$ cat src/rtl/seven_seg_scan.sv
`default_nettype none
// ============================================================================
//  Module   : seven_seg_scan
//  Purpose  : Multiplexed seven-segment driver. Scans NUM_DIGITS digits out of
//             a double-buffered value register. Provides hex decoding, decimal
//             points, per-digit blanking and PWM brightness.
//  Revision : 1.0 - initial release
// ----------------------------------------------------------------------------
//  Parameters
//    NUM_DIGITS  - number of scanned digits (2..8)
//    SCAN_DIV    - clock cycles per digit slot (>= 8)
//    ACTIVE_LOW  - 1: segments/digit enables active-low, 0: active-high
//  Ports
//    clk_100MHz  in   system clock
//    reset       in   asynchronous, active-high reset
//    digits_in   in   4-bit code per digit; [3:0] is digit 0 (rightmost)
//    dp_in       in   decimal point request per digit
//    blank_in    in   force digit dark
//    brightness  in   duty level 0..7 (sampled live)
//    update      in   capture digits_in/dp_in/blank_in into shadow
//    seg         out  segments, seg[0]=a .. seg[6]=g
//    dp          out  decimal point segment
//    digit       out  digit enables, bit i drives digit i
//    frame_done  out  one-cycle pulse after the last slot of a frame
//  Configuration macro
//    SEVEN_SEG_LZB_EN - when defined, leading-zero blanking is enabled
// ============================================================================
module seven_seg_scan #(
  parameter int NUM_DIGITS = 4,
  parameter int SCAN_DIV   = 100_000,
  parameter bit ACTIVE_LOW = 1'b1
) (
  input  logic                    clk_100MHz,
  input  logic                    reset,
  input  logic [4*NUM_DIGITS-1:0] digits_in,
  input  logic [NUM_DIGITS-1:0]   dp_in,
  input  logic [NUM_DIGITS-1:0]   blank_in,
  input  logic [2:0]              brightness,
  input  logic                    update,
  output logic [0:6]              seg,
  output logic                    dp,
  output logic [NUM_DIGITS-1:0]   digit,
  output logic                    frame_done
);

  localparam int c_TW = $clog2(SCAN_DIV);
  localparam int c_IW = $clog2(NUM_DIGITS);
  // Wide enough to hold 8*SCAN_DIV without overflow.
  localparam int c_BW = c_TW + 4;

  localparam logic [c_TW-1:0]       c_TIMER_MAX  = c_TW'(SCAN_DIV - 1);
  localparam logic [c_IW-1:0]       c_INDEX_MAX  = c_IW'(NUM_DIGITS - 1);
  localparam logic [c_BW-1:0]       c_SCAN_DIV_W = c_BW'(SCAN_DIV);
  localparam logic [0:6]            c_SEG_OFF    = {7{ACTIVE_LOW}};
  localparam logic [NUM_DIGITS-1:0] c_DIGIT_OFF  = {NUM_DIGITS{ACTIVE_LOW}};

  // Scan position
  logic [c_TW-1:0] r_timer;
  logic [c_IW-1:0] r_index;
  logic            w_frame_end;

  // Shadow / active buffers
  logic                    r_pending;
  logic [4*NUM_DIGITS-1:0] r_shadow_digits;
  logic [NUM_DIGITS-1:0]   r_shadow_dp;
  logic [NUM_DIGITS-1:0]   r_shadow_blank;
  logic [4*NUM_DIGITS-1:0] r_act_digits;
  logic [NUM_DIGITS-1:0]   r_act_dp;
  logic [NUM_DIGITS-1:0]   r_act_blank;

  // Current-digit selection and decode
  logic [3:0]            w_code;
  logic                  w_sel_dp;
  logic                  w_sel_blank;
  logic                  w_sel_lzb;
  logic [NUM_DIGITS-1:0] w_onehot;
  logic [NUM_DIGITS-1:0] w_lzb;
  logic [0:6]            w_seg_on;
  logic                  w_dark;
  logic [c_BW-1:0]       w_slot_pos;
  logic [c_BW-1:0]       w_duty_lim;
  logic                  w_enable;

  assign w_frame_end = (r_timer == c_TIMER_MAX) && (r_index == c_INDEX_MAX);

  // --------------------------------------------------------------------------
  // Slot timer and digit index
  // --------------------------------------------------------------------------
  always_ff @(posedge clk_100MHz or posedge reset) begin
    if (reset) begin
      r_timer <= '0;
      r_index <= '0;
    end else if (r_timer == c_TIMER_MAX) begin
      r_timer <= '0;
      r_index <= (r_index == c_INDEX_MAX) ? '0 : r_index + 1'b1;
    end else begin
      r_timer <= r_timer + 1'b1;
    end
  end

  // --------------------------------------------------------------------------
  // Double buffer. Active data only changes at frame end so a frame is never
  // torn. An update landing exactly on frame end bypasses the shadow.
  // --------------------------------------------------------------------------
  always_ff @(posedge clk_100MHz or posedge reset) begin
    if (reset) begin
      r_pending       <= 1'b0;
      r_shadow_digits <= '0;
      r_shadow_dp     <= '0;
      r_shadow_blank  <= '0;
      r_act_digits    <= '0;
      r_act_dp        <= '0;
      r_act_blank     <= '0;
    end else begin
      if (update) begin
        r_shadow_digits <= digits_in;
        r_shadow_dp     <= dp_in;
        r_shadow_blank  <= blank_in;
      end
      if (w_frame_end) begin
        if (update) begin
          r_act_digits <= digits_in;
          r_act_dp     <= dp_in;
          r_act_blank  <= blank_in;
        end else if (r_pending) begin
          r_act_digits <= r_shadow_digits;
          r_act_dp     <= r_shadow_dp;
          r_act_blank  <= r_shadow_blank;
        end
        r_pending <= 1'b0;
      end else if (update) begin
        r_pending <= 1'b1;
      end
    end
  end

  // --------------------------------------------------------------------------
  // Select the digit currently being scanned
  // --------------------------------------------------------------------------
  always_comb begin
    w_code      = '0;
    w_sel_dp    = 1'b0;
    w_sel_blank = 1'b0;
    w_sel_lzb   = 1'b0;
    w_onehot    = '0;
    for (int i = 0; i < NUM_DIGITS; i++) begin
      if (r_index == c_IW'(i)) begin
        w_code      = r_act_digits[4*i +: 4];
        w_sel_dp    = r_act_dp[i];
        w_sel_blank = r_act_blank[i];
        w_sel_lzb   = w_lzb[i];
        w_onehot[i] = 1'b1;
      end
    end
  end

`ifdef SEVEN_SEG_LZB_EN
  // Digit i (i > 0) is a leading zero when it and every digit above it are
  // zero. Digit 0 always shows so a zero value still reads "0".
  always_comb begin
    logic w_zero_above;
    w_lzb        = '0;
    w_zero_above = 1'b1;
    for (int i = NUM_DIGITS - 1; i >= 1; i--) begin
      w_zero_above = w_zero_above & (r_act_digits[4*i +: 4] == 4'd0);
      w_lzb[i]     = w_zero_above;
    end
  end
`else
  assign w_lzb = '0;
`endif

  // --------------------------------------------------------------------------
  // Hex decode, active-high sense, bit order a..g
  // --------------------------------------------------------------------------
  always_comb begin
    w_seg_on = 7'b0000000;
    case (w_code)
      4'h0: w_seg_on = 7'b1111110;
      4'h1: w_seg_on = 7'b0110000;
      4'h2: w_seg_on = 7'b1101101;
      4'h3: w_seg_on = 7'b1111001;
      4'h4: w_seg_on = 7'b0110011;
      4'h5: w_seg_on = 7'b1011011;
      4'h6: w_seg_on = 7'b1011111;
      4'h7: w_seg_on = 7'b1110000;
      4'h8: w_seg_on = 7'b1111111;
      4'h9: w_seg_on = 7'b1111011;
      4'hA: w_seg_on = 7'b1110111;
      4'hB: w_seg_on = 7'b0011111;
      4'hC: w_seg_on = 7'b1001110;
      4'hD: w_seg_on = 7'b0111101;
      4'hE: w_seg_on = 7'b1001111;
      4'hF: w_seg_on = 7'b1000111;
      default: w_seg_on = 7'b0000000;
    endcase
  end

  assign w_dark = w_sel_blank | w_sel_lzb;

  // PWM: enable while timer*8 < (brightness+1)*SCAN_DIV
  assign w_slot_pos = c_BW'({r_timer, 3'b000});
  assign w_duty_lim = c_BW'({1'b0, brightness} + 4'd1) * c_SCAN_DIV_W;
  assign w_enable   = (w_slot_pos < w_duty_lim);

  // --------------------------------------------------------------------------
  // Output registers; polarity applied here so reset drives the off level.
  // --------------------------------------------------------------------------
  always_ff @(posedge clk_100MHz or posedge reset) begin
    if (reset) begin
      seg        <= c_SEG_OFF;
      dp         <= ACTIVE_LOW;
      digit      <= c_DIGIT_OFF;
      frame_done <= 1'b0;
    end else begin
      seg        <= (w_dark ? 7'b0000000 : w_seg_on) ^ c_SEG_OFF;
      dp         <= (~w_dark & w_sel_dp) ^ ACTIVE_LOW;
      digit      <= (w_enable ? w_onehot : '0) ^ c_DIGIT_OFF;
      frame_done <= w_frame_end;
    end
  end

endmodule
`default_nettype wire

$ cat config.mk
export PLATFORM = sky130hd
export DESIGN_NAME = seven_seg_scan
export DESIGN_NICKNAME = d
export VERILOG_FILES = /design/src/rtl/seven_seg_scan.sv
export SDC_FILE = /design/constraint.sdc
export NUM_CORES = 1
export LEC_CHECK = 0
export ABC_CLOCK_PERIOD_IN_PS = 3800
export BUFFER_PORTS_ARGS = -buffer_cell sky130_fd_sc_hd__buf_4
export CAP_MARGIN = 0
export CORE_ASPECT_RATIO = 1.5
export CORE_UTILIZATION = 35
export CTS_CLUSTER_SIZE = 8
export DETAILED_ROUTE_END_ITERATION = 12
export GPL_ROUTABILITY_DRIVEN = 0
export SYNTH_ARGS = -nofsm -noshare
export SYNTH_HDL_FRONTEND = slang
export SYNTH_SLANG_ARGS = --single-unit
$ cat constraint.sdc
create_clock -name clk_100MHz -period 3.8 [get_ports clk_100MHz]
set_input_delay 1.14 -clock clk_100MHz [delete_from_list [all_inputs] [get_ports clk_100MHz]]
set_output_delay 1.14 -clock clk_100MHz [all_outputs]
set_load 0.03 [all_outputs]
==> flow_summary.yaml <==
route:
  routed-via-count: 3116
  post_drt_wl_per_cell_um: 15.4
  post-route-drc-count: 0
  route.detailed.vias_per_inst: 5.07
  detail_route.wirelength_um: 9470
  detail_route.first_pass.iterations: 4
  initialDrtViolationCount: 104
  antenna_violating_nets_left: 0
worst_setup_path:
  worstSetupEndpointType: "flop"
  critical_path_s_slowest_cell: "sky130_fd_sc_hd__fa_1"
  worst_path_most_repeated_cell: "sky130_fd_sc_hd__ha_4"
  timing.critical_path.max_delay_family: "adder cells"
  start_kind: "input port"
  timing.critical_path.arrival_ps: 4330
  critPathBufInv: 4
  reg2reg_to: "seg[3]"
  critPathMaxStageDelay_ps: 520
  rr_worst_depth: 9
  regToRegStartpoint: "r_index[0]"
  critical_path_required_ps: 4050
  timing.setup.critical_path_class: "input port to flop"
  cp_cell_sequence: "buf_8 > clkinvlp_4 > ha_4 > ha_4 > inv_2 > fa_1 > inv_2 > ha_4 > a21oi_2 > nand4b_1 > nand2_1 > nor2_2 > xor2_1 > ha_1 > nand3_2 > nor2_4 > a2111oi_4 > o2bb2ai_2 > nand2_1"
  worst_r2r_setup_slack_ps: 1220
  critical_path_peak_fanout: 4
yosys:
  netlist.area_leader.share_pct: 38.9
  synthMostInstantiatedCell: "sky130_fd_sc_hd__dfrtp_1"
  mappedNetlistNets: 451
  synth.top_cells.by_area: "sky130_fd_sc_hd__dfrtp_1 (39%), sky130_fd_sc_hd__ha_1 (12%), sky130_fd_sc_hd__mux2_2 (7.3%)"
  ys.flop_type: "sky130_fd_sc_hd__dfrtp_1"
  synth_top_cells_by_count: "sky130_fd_sc_hd__dfrtp_1 (69), sky130_fd_sc_hd__ha_1 (42), sky130_fd_sc_hd__mux2_2 (29), sky130_fd_sc_hd__nand2_1 (24), sky130_fd_sc_hd__nor2_1 (22)"
  yosysTopAreaCell: "sky130_fd_sc_hd__dfrtp_1"
  sequential_fraction_of_the_synthesis_area_pct: 45.9
  postSynth.asyncResetShare_pct: 100
  syn_inst: 378
  post_synth.cell_area_avg_um2: 11.8
  synth_enable_flop_cells: 0
  yosysWarnings: 0
  yosys.cell_types.count: 49
  ffs_latches_synth: 81
  synthesis.area_um2: 4440
sta:
  timing.max_slew.rel_slack_pct: 29.8
  worst_slack_ps: -281
  number_of_hold_violations_in_the_final_report: 0
  setup_violations: 4
  period_share_pct: 107
  timing.clock.skew_ps: 8.40
  final.setup.tns_ps: -1110
  grt_setup_unrepaired: "true"
  final-max-slew-violation-count: 0
  fmaxAchievable_ghz: 0.245
  final_period_minus_worst_setup_slack_ps: 4080
  tightestPinTransition_ps: 1050
die:
  fp.dieH_um: 140
  floorplan.die_area_um2: 13200
  start_util_pct: 35.7
  placementRows: 50
  floorplan.core_area_um2: 12400
  num_io_pins: 43
  chipWidth_um: 94.0
place:
  place_worst_setup_slack_ps: -858
  buffer_ports.inserted: 42
  placement.cell_area_um2: 5230
  dp_hpwl_um: 7240
finish:
  num-nets-final: 526
  n_fill_cell: 1148
  drive_gt1_share_pct: 39.5
  fin_util_pct: 45.2
  layout_stage_area_growth_over_the_synthesis_result_pct: 26.7
  final_area_um2: 5630
  antenna_cells: 0
global_routing:
  grt_pass1_vias: 3398
  gr-total-overflow: 0
  antenna_found_initial: 0
  grt_max_degree: 64
  grt_first_pass_wirelength_um: 15800
  track_usage_pct: 15.7
min_path:
  min_delay_worst_endpoint: "r_timer[0]"
  holdCritStartpoint: "r_timer[0]"
  holdCritPathClass: "flop to flop"
  worst_hold_path.num_cells: 1
clock_tree:
  worst_setup_hold_path_clk_slew_ps: 60
  h-tree-depth: 3
  cts_tree: "done"
  root_buffer_master: "sky130_fd_sc_hd__clkbuf_16"
  ctsLongestPathBuffers: 2
  holdBufCountCts: 0
  cts_buffers: 9
  cts.sink_count: 81
  clk_latency_ps: 340
power:
  total_power_uw: 2030
  share_comb_of_total_power_pct: 16.3
  sequentialPowerShare_pct: 44.2
  clockPowerShare_pct: 39.6
  cell_internal_pwr_uw: 1520
  total_leakage_power_uw: 0.00266
  p_sw_share_pct: 25.0
  p_per_area_nw_per_um2: 360
  vdd.ir_drop.worst_uv: 195
  power.switching_uw: 506
job:
  max_cap_viol_count: 0
run_status:
  violations: "setup timing"
  status: "finished, violations left"
worst max-delay path by stage:
stage / start / endpoint / slack (ps) / cells past startpoint
6_report: brightness[0] / digit[3] / -280 / 19
5_1_grt: brightness[2] / digit[3] / -480 / 18
4_1_cts: brightness[0] / digit[3] / -370 / 18
3_5_place_dp: brightness[0] / digit[2] / -860 / 17
3_3_place_gp: brightness[0] / digit[3] / -720 / 17
2_1_floorplan: brightness[0] / digit[3] / -340 / 17
worst register-to-register path: stages, from the launching register on:
cell and delay [ps]:
sky130_fd_sc_hd__dfrtp_1 390, sky130_fd_sc_hd__ha_1 380, sky130_fd_sc_hd__inv_1 250, sky130_fd_sc_hd__o22ai_1 170, sky130_fd_sc_hd__a21oi_1 410, sky130_fd_sc_hd__inv_1 160, sky130_fd_sc_hd__ha_1 330, sky130_fd_sc_hd__nor2_1 60
sky130_fd_sc_hd__a211oi_1 230, sky130_fd_sc_hd__o21ai_0 100
power by group through the flow:
stage / logic, µW / registers (µW) / clock network [µW]
finish: 330 / 895 / 801
global route: 368 / 897 / 856
CTS: 324 / 895 / 817
detailed placement: 315 / 911 / 0
global placement: 305 / 909 / 0
floorplan: 198 / 908 / 0
registers in the layout, summed over array words and instances, names as in the netlist, 2 cells and up:
register and cells:
r_shadow_blank 4, r_timer 17, r_act_dp 4, seg 7, r_index 2, r_act_blank 4, r_act_digits 16, r_shadow_dp 4
r_shadow_digits 16, digit 4
timing repair:
item	4_1_cts	5_1_grt
buffers inserted	3	2
pin swaps	12	12
resized for setup	9	9
setup endpoints to repair	4	4
metal layers:
metal	global-route usage, %	routed length, µm
met5	0	0
met4	8.34	305
met3	2.93	251
met2	29.0	5280
met1	16.3	3640
cell type report:
cell class                      count  area, µm²  area share [%]
Timing Repair Buffer               73        556            9.86
Clock inverter                      6       43.8           0.777
Multi-Input combinational cell    267       2470            43.9
Clock buffer                       10        239            4.24
Inverter                           21       83.8            1.49
Tap cell                          156        195            3.47
Sequential cell                    81       2040            36.3
cells in the final DEF, fill, tap and decap left out, types with 3 or more instances in the layout:
| master | instances |
|---|---|
| sky130_fd_sc_hd__dfstp_2 | 12 |
| sky130_fd_sc_hd__nand4b_1 | 3 |
| sky130_fd_sc_hd__nor2b_1 | 5 |
| sky130_fd_sc_hd__inv_2 | 3 |
| sky130_fd_sc_hd__a211oi_1 | 4 |
| sky130_fd_sc_hd__nand3_1 | 12 |
| sky130_fd_sc_hd__nor3_1 | 4 |
| sky130_fd_sc_hd__dfrtp_1 | 69 |
| sky130_fd_sc_hd__xnor2_1 | 9 |
| sky130_fd_sc_hd__a21oi_2 | 4 |
| sky130_fd_sc_hd__nand4_1 | 6 |
| sky130_fd_sc_hd__ha_4 | 8 |
| sky130_fd_sc_hd__o21ai_0 | 6 |
| sky130_fd_sc_hd__mux2_2 | 29 |
| sky130_fd_sc_hd__mux2_4 | 20 |
| sky130_fd_sc_hd__buf_4 | 72 |
| sky130_fd_sc_hd__nor2_1 | 20 |
| sky130_fd_sc_hd__clkbuf_16 | 9 |
| sky130_fd_sc_hd__and3_1 | 5 |
| sky130_fd_sc_hd__mux2i_1 | 4 |
| sky130_fd_sc_hd__nand2_1 | 24 |
| sky130_fd_sc_hd__o221ai_1 | 4 |
| sky130_fd_sc_hd__a21oi_1 | 9 |
| sky130_fd_sc_hd__inv_1 | 16 |
| sky130_fd_sc_hd__ha_1 | 33 |
| sky130_fd_sc_hd__o211ai_1 | 5 |
| sky130_fd_sc_hd__clkinvlp_4 | 5 |
| sky130_fd_sc_hd__xor2_1 | 13 |
logic make-up after synthesis:
logic type	share of synthesized area, %
AO/OA/AOI/OAI	7.46
XOR/XNOR	4.53
adder cells (fa/ha/maj)	12.3
buffers and inverters	2.87
flip-flops	45.9
multiplexers	15.0
AND/OR/NAND/NOR	11.9
stage by stage:
stage | hold WS, ps | cells
final | 487 | 614
after global routing | 512 | 614
after CTS | 492 | 612
after detailed placement | 484 | 593
after global placement | 478 | 593
after floorplan | 455 | 378
(Power assumes the default switching activity.)
